[src/rtl/program_loader.sv]
// Byte-stream boot loader: parses framed write/run/stop commands and drives the
// instruction/data memory write ports, holding the CPU in reset while loading.
module program_loader #(
  parameter int IM_ADDR_W = 8,
  parameter int DM_ADDR_W = 8
) (
  input  logic                 clk,
  input  logic                 rst,
  input  logic [7:0]           in_data,
  input  logic                 in_valid,
  output logic                 in_ready,
  output logic                 im_we,
  output logic [IM_ADDR_W-1:0] im_addr,
  output logic [31:0]          im_wdata,
  output logic                 dm_we,
  output logic [DM_ADDR_W-1:0] dm_addr,
  output logic [31:0]          dm_wdata,
  output logic                 cpu_rst,
  output logic                 busy,
  output logic                 error,
  output logic [15:0]          word_count
);

  localparam logic [3:0] S_IDLE  = 4'd0;
  localparam logic [3:0] S_A_HI  = 4'd1;
  localparam logic [3:0] S_A_LO  = 4'd2;
  localparam logic [3:0] S_D3    = 4'd3;
  localparam logic [3:0] S_D2    = 4'd4;
  localparam logic [3:0] S_D1    = 4'd5;
  localparam logic [3:0] S_D0    = 4'd6;
  localparam logic [3:0] S_WRITE = 4'd7;
  localparam logic [3:0] S_RUN   = 4'd8;

  localparam logic [7:0] CMD_IMEM = 8'h01;
  localparam logic [7:0] CMD_DMEM = 8'h02;
  localparam logic [7:0] CMD_RUN  = 8'h03;
  localparam logic [7:0] CMD_STOP = 8'h04;

  logic [3:0]  state;
  logic        tgt_dm;
  logic [15:0] addr_q;
  logic [23:0] data_q;
  logic        wr_bad;
  logic        accept;
  logic [31:0] word_full;

  function automatic logic [15:0] sat_inc(input logic [15:0] v);
    return (v == 16'hFFFF) ? v : v + 16'd1;
  endfunction

  // Address is a 16-bit word address; anything at or above 2**width is out of range.
  function automatic logic addr_ok(input logic [15:0] a, input int width);
    return ({16'd0, a} < (32'd1 << width));
  endfunction

  assign in_ready  = rst | (state != S_WRITE);
  assign accept    = in_valid & in_ready;
  assign busy      = (state != S_IDLE) && (state != S_RUN);
  assign word_full = {data_q, in_data};

  always_ff @(posedge clk) begin
    if (rst) begin
      state      <= S_IDLE;
      cpu_rst    <= 1'b1;
      im_we      <= 1'b0;
      dm_we      <= 1'b0;
      im_addr    <= '0;
      dm_addr    <= '0;
      im_wdata   <= '0;
      dm_wdata   <= '0;
      error      <= 1'b0;
      word_count <= '0;
      tgt_dm     <= 1'b0;
      addr_q     <= '0;
      data_q     <= '0;
      wr_bad     <= 1'b0;
    end else begin
      case (state)
        S_IDLE: begin
          if (accept) begin
            case (in_data)
              CMD_IMEM: begin tgt_dm <= 1'b0; state <= S_A_HI; end
              CMD_DMEM: begin tgt_dm <= 1'b1; state <= S_A_HI; end
              CMD_RUN:  begin cpu_rst <= 1'b0; state <= S_RUN; end
              CMD_STOP: state <= S_IDLE;
              default:  error <= 1'b1;
            endcase
          end
        end
        S_A_HI: if (accept) begin addr_q[15:8] <= in_data; state <= S_A_LO; end
        S_A_LO: if (accept) begin addr_q[7:0]  <= in_data; state <= S_D3;   end
        S_D3:   if (accept) begin data_q <= {data_q[15:0], in_data}; state <= S_D2; end
        S_D2:   if (accept) begin data_q <= {data_q[15:0], in_data}; state <= S_D1; end
        S_D1:   if (accept) begin data_q <= {data_q[15:0], in_data}; state <= S_D0; end
        S_D0: begin
          // Port outputs are loaded here so they are valid for the whole WRITE cycle.
          if (accept) begin
            state <= S_WRITE;
            if (tgt_dm) begin
              if (addr_ok(addr_q, DM_ADDR_W)) begin
                dm_we    <= 1'b1;
                dm_addr  <= addr_q[DM_ADDR_W-1:0];
                dm_wdata <= word_full;
                wr_bad   <= 1'b0;
              end else begin
                wr_bad   <= 1'b1;
              end
            end else begin
              if (addr_ok(addr_q, IM_ADDR_W)) begin
                im_we    <= 1'b1;
                im_addr  <= addr_q[IM_ADDR_W-1:0];
                im_wdata <= word_full;
                wr_bad   <= 1'b0;
              end else begin
                wr_bad   <= 1'b1;
              end
            end
          end
        end
        S_WRITE: begin
          im_we <= 1'b0;
          dm_we <= 1'b0;
          state <= S_IDLE;
          if (wr_bad) error <= 1'b1;
          else        word_count <= sat_inc(word_count);
        end
        S_RUN: begin
          if (accept && in_data == CMD_STOP) begin
            cpu_rst <= 1'b1;
            state   <= S_IDLE;
          end
        end
        default: state <= S_IDLE;
      endcase
    end
  end

endmodule

[config.mk]
export PLATFORM = sky130hd
export DESIGN_NAME = program_loader
export DESIGN_NICKNAME = d
export VERILOG_FILES = /design/src/rtl/program_loader.sv
export SDC_FILE = /design/constraint.sdc
export NUM_CORES = 1
export LEC_CHECK = 0
export CAP_MARGIN = 20
export CORE_UTILIZATION = 25
export CTS_CLUSTER_SIZE = 30
export DETAILED_ROUTE_END_ITERATION = 8
export HOLD_SLACK_MARGIN = 0.1
export SYNTH_ARGS = -nofsm -noshare
export SYNTH_HDL_FRONTEND = slang
export SYNTH_SLANG_ARGS = --single-unit
[constraint.sdc]
create_clock -name clk -period 3.7 [get_ports clk]
set_clock_uncertainty 0.05 [all_clocks]
set_input_delay 0.925 -clock clk [delete_from_list [all_inputs] [get_ports clk]]
set_output_delay 0.925 -clock clk [all_outputs]
set_load 0.05 [all_outputs]
* Word level (Yosys, flattened, before mapping) *
Index checks and enable logic that the tools add are counted.

storage, ports and cells
  register bits after elaboration = 146
  word-level logic and storage cells = 103
  memory bits (writable) = 0
  memory bits (read-only) = 0
  latch bits = 0
  output and inout bits = 102
  memories kept = 0

operators by class
  muxes and demuxes = 27
  divide/modulo/power cells = 0
  order comparisons = 1
  shift-type cells = 0
  add/sub/neg operators = 1
  equal/unequal tests = 30
  multipliers = 0
  bitwise operators = 5
  reduce and logical (&&, ||, !) cells = 24

operators by type and width
  cell                     count
  $mux W4                  8
  $pmux W4 S8              1
  $ne A2 B2 Y1 const B     13
  $reduce_and A4 Y1        6
  $add A16 B1 Y16 const B  1
  $eq A16 B16 Y1 const B   1
  $eq A4 B3 Y1 const B     4
  $eq A8 B2 Y1 const B     2
  $lt A16 B9 Y1 const B    1
  $mux W1                  12
  $pmux W4 S3              1
  $pmux W1 S2              5
  $reduce_and A9 Y1        1
  $eq A4 B2 Y1 const B     2
  $eq A8 B1 Y1 const B     1
  $eq A8 B3 Y1 const B     1
  $ne A4 B3 Y1 const B     2
  $reduce_and A2 Y1        4
  $reduce_bool A2 Y1       4
  $reduce_and A3 Y1        2
  $eq A4 B1 Y1 const B     1
  $eq A4 B4 Y1 const B     1
  $logic_not A4 Y1         1
  $ne A4 B4 Y1 const B     1
  9 further kinds          12

* Depth between registers and ports, before layout *
  word-level depth = 6
  depth in mapped cells = 8

* Worst setup path before layout *
OpenSTA, ideal clock, no wires.

  path kind = in2out
  start = input rst
  end = output in_ready
  stages on the path = 2
  setup slack = 1.205 ns
  arrival = 1.520 ns
  cells stage by stage = clkbuf_1 or2_2

between the ends
  cells in the longest elaborated chain, start to end = 1

RTL lines
  item             RTL line  source
  start, declared  8         input logic rst,
  $or A1 B1 Y1     56        assign in_ready = rst | (state != S_WRITE);
  end, declared    11        output logic in_ready,

Every way passes these cells.

* Final worst setup path *
  start = register state[0]
  end = output busy

between the ends
  cells in the longest elaborated chain, start to end = 2
  elaborated cells on any way between the ends = 3
  those cells by class = eq/ne: 1; reduce/logical: 2

RTL lines
  item                                                       RTL line  source
  start, declared                                            39        logic [3:0] state;
  start signal, assigned                                     63        state <= S_IDLE;
  start signal, assigned                                     82        CMD_IMEM: begin tgt_dm <= 1'b0; state <= S_A_HI; end
  start signal, assigned                                     83        CMD_DMEM: begin tgt_dm <= 1'b1; state <= S_A_HI; end
  $ne A4 B4 Y1 / $reduce_bool A4 Y1 (equally long branches)  58        assign busy = (state != S_IDLE) && (state != S_RUN);
  $logic_and A1 B1 Y1 (*)                                    58
  end, declared                                              19        output logic busy,

Mark *: on every way between the ends. The rest lies on a longest branch, timed or not.

==> summary.txt <==
Routed Antenna Nets -> 0
number of diodes -> 0
top routing layer used -> met4
initial antenna violation count -> 0
routability cong. -> 0.7964
critical path peak fanout -> 10
Critical Path AT -> 2010 ps
drt via density -> 4.450
Synth top cells by count -> 223 x nand2_1, 146 x dfxtp_1, 112 x a21oi_1
CP Buf/Inv Count -> 1
Lkg Pwr -> 2.498 nW
max incr delay on CP -> 730 ps
GRT overflow -> 0
RSZ-0062 raised after global routing -> false
Worst Path Required -> 2720 ps
critical path launch point type -> register
drt total wl -> 15090 µm
GR Util All Layers -> 13.65%
clk slew on worst S/H paths -> 50 ps
Mapped Cells -> 678
Hold WC Path Type -> reg -> reg
first-pass GRT wire length -> 23820 µm
DR WL met3 -> 966 µm
sequential element share of the synthesized area -> 52.84%
1st-pass router iterations -> 4
Critical Path Sink Type -> output pin
Clk Latency, worst-skew pair -> 420 ps
htree depth -> 4
Max Clock Freq -> 335.5 MHz
Slew Viols, Final -> 0
Netlist Area Pre-Place -> 5532 µm²
Slowest-stage cell, CP -> clkdlybuf4s50_1
status -> complete, no violations
critical path class -> reg -> out
die footprint -> 22730 µm²
top post-synthesis cells by area -> dfxtp_1 53%, nand2_1 15%, a21oi_1 10%
DIE HEIGHT -> 150.8 µm
Max IR drop VDD -> 0.2739 mV
Netlist cell types -> 48
Post-Syn Nets -> 690
Starting DRT DRC Count -> 248
DR DRC count -> 0
clk root buf -> clkbuf_16
core region area -> 21760 µm²
hold buffer count at cts -> 0
setup TNS -> 0 ps
number of vias in the routed layout -> 4739
Synth area leader -> dfxtp_1
Fin Hold WS -> 401.3 ps
largest net degree at the start of global routing -> 87
nets -> 785
CTS tree -> done
vias in the first global route -> 4393
Yosys reg bits -> 146
routed length on met1 -> 7234 µm
DPL Wire Length -> 10260 µm
Largest delay share family, worst path -> buffers and inverters
Power Dens Cells -> 436.9 nW/µm²
met2 WL -> 6797 µm
Die Wd -> 150.8 µm
Post-synth ARST share -> 0%
Port Buf Inserts -> 112
Initial Util -> 25.43%
P&R area growth vs syn -> 34.72%
top-count cell post-synth -> nand2_1
number of max-cap violations -> 0
final setup vio count -> 0
Slew @ Worst Pin -> 1008 ps
CTS Sinks -> 146
routed len/inst -> 14.17 µm
# rows -> 54
Clock Tree Buf Depth -> 2
CTS-repair resized insts -> 0
CTS buffer count -> 17
top cell type's share of synthesized area -> 52.84%
Synth Flop Type -> dfxtp_1
Max-slew headroom -> 32.79%
mean post-synth cell area -> 8.159 µm²
Post-synth EDFFs -> 0
cells along the critical path -> or3_4 -> clkdlybuf4s50_1
final hold vios -> 0
final period utilization -> 80.57%
layout cell share with drive strength beyond 1 -> 7.389%
Yosys warnings -> 0
postcts setup bufs -> 0
Tmin final -> 2981 ps
IO Count -> 113
[worst reg2reg max path: cells and delay by family, from the launching register on]
kind            cells  cell delay [ps]
compound gates      1              160
simple gates        4             1290
flops               1              570
[report_power, final]
group          leakage [nW]  internal (W)  switching, W
logic                  1.06     0.0000247     0.0000565
clock network         0.258      0.000939      0.000659
registers              1.18       0.00157    0.00000203
[worst paths after layout]
path / cells past startpoint / start / endpoint / slack (ps)
max: 2 / state[0] / busy / 720
max reg2reg: 5 / state[3] / im_wdata[20] / 1550
min: 2 / dm_wdata[19] / dm_wdata[19] / 400
min reg2reg: 2 / dm_wdata[19] / dm_wdata[19] / 400
[kinds of logic (layout without fill, tap and decap cells)]
group,count (synthesis),after routing,share of synthesized area [%]
simple gates,312,312,24.29
flops,146,146,52.84
compound gates,136,136,13.07
buf+inv,51,158,4.094
mux,18,18,3.257
xor+xnor,14,14,2.217
fa+ha+maj,1,1,0.2262
[state kept, by name, summed over array words and instances (netlist names)]
register	count
addr_q	16
cpu_rst	1
data_q	24
dm_addr	8
dm_wdata	32
dm_we	1
error	1
im_addr	8
im_wdata	32
im_we	1
state	4
tgt_dm	1
word_count	16
wr_bad	1
[layout by cell type, fill, tap and decap left out, types with 2 or more instances in the layout]
cell / n
clkbuf_16: 17
o21a_1: 3
o22ai_1: 2
clkdlybuf4s50_1: 110
nor2_1: 40
nand3_1: 3
nand4_1: 9
nor2b_1: 3
or3_1: 2
mux2i_1: 18
and4_1: 2
nor4_1: 4
a211oi_1: 2
and3_1: 3
xor2_1: 13
nand2_1: 223
a21oi_1: 112
clkinv_2: 3
inv_1: 3
nor3_1: 4
dfxtp_1: 146
or2_2: 3
nor3b_1: 3
buf_4: 13
clkinvlp_4: 5
a31oi_1: 2
o211ai_1: 2
o21ai_0: 6
inv_6: 2
[cell type report]
class / instances / area, µm²
Sequential cell: 146 / 2923
Clock buffer: 19 / 442.9
Fill cell: 2292 / 14300
Tap cell: 280 / 350.3
Timing Repair Buffer: 124 / 1219
Clock inverter: 12 / 108.9
Multi-Input combinational cell: 481 / 2397
Inverter: 3 / 11.26
[routing by layer]
| metal | vias to the layer above | track usage [%] |
|---|---|---|
| met5 | - | 0 |
| met4 | 0 | 3.950 |
| met3 | 6 | 4.697 |
| met2 | 103 | 21.03 |
| met1 | 2194 | 17.89 |
| li1 | 2436 | - |
[per-stage QoR]
step	std cells	worst slack, ps	instance area [µm²]	utilization, %	power, W
3_3_place_gp	1034	597.6	6900	31.72	0.001693
6_report	1065	719.0	7452	34.25	0.003256
4_1_cts	1065	693.0	7452	34.25	0.003300
2_1_floorplan	678	1205	5532	-	0.001657
3_5_place_dp	1034	567.3	6900	31.72	0.001693
5_1_grt	1065	652.1	7452	34.25	0.003374
Note: power is estimated with default switching activity, not from simulation.
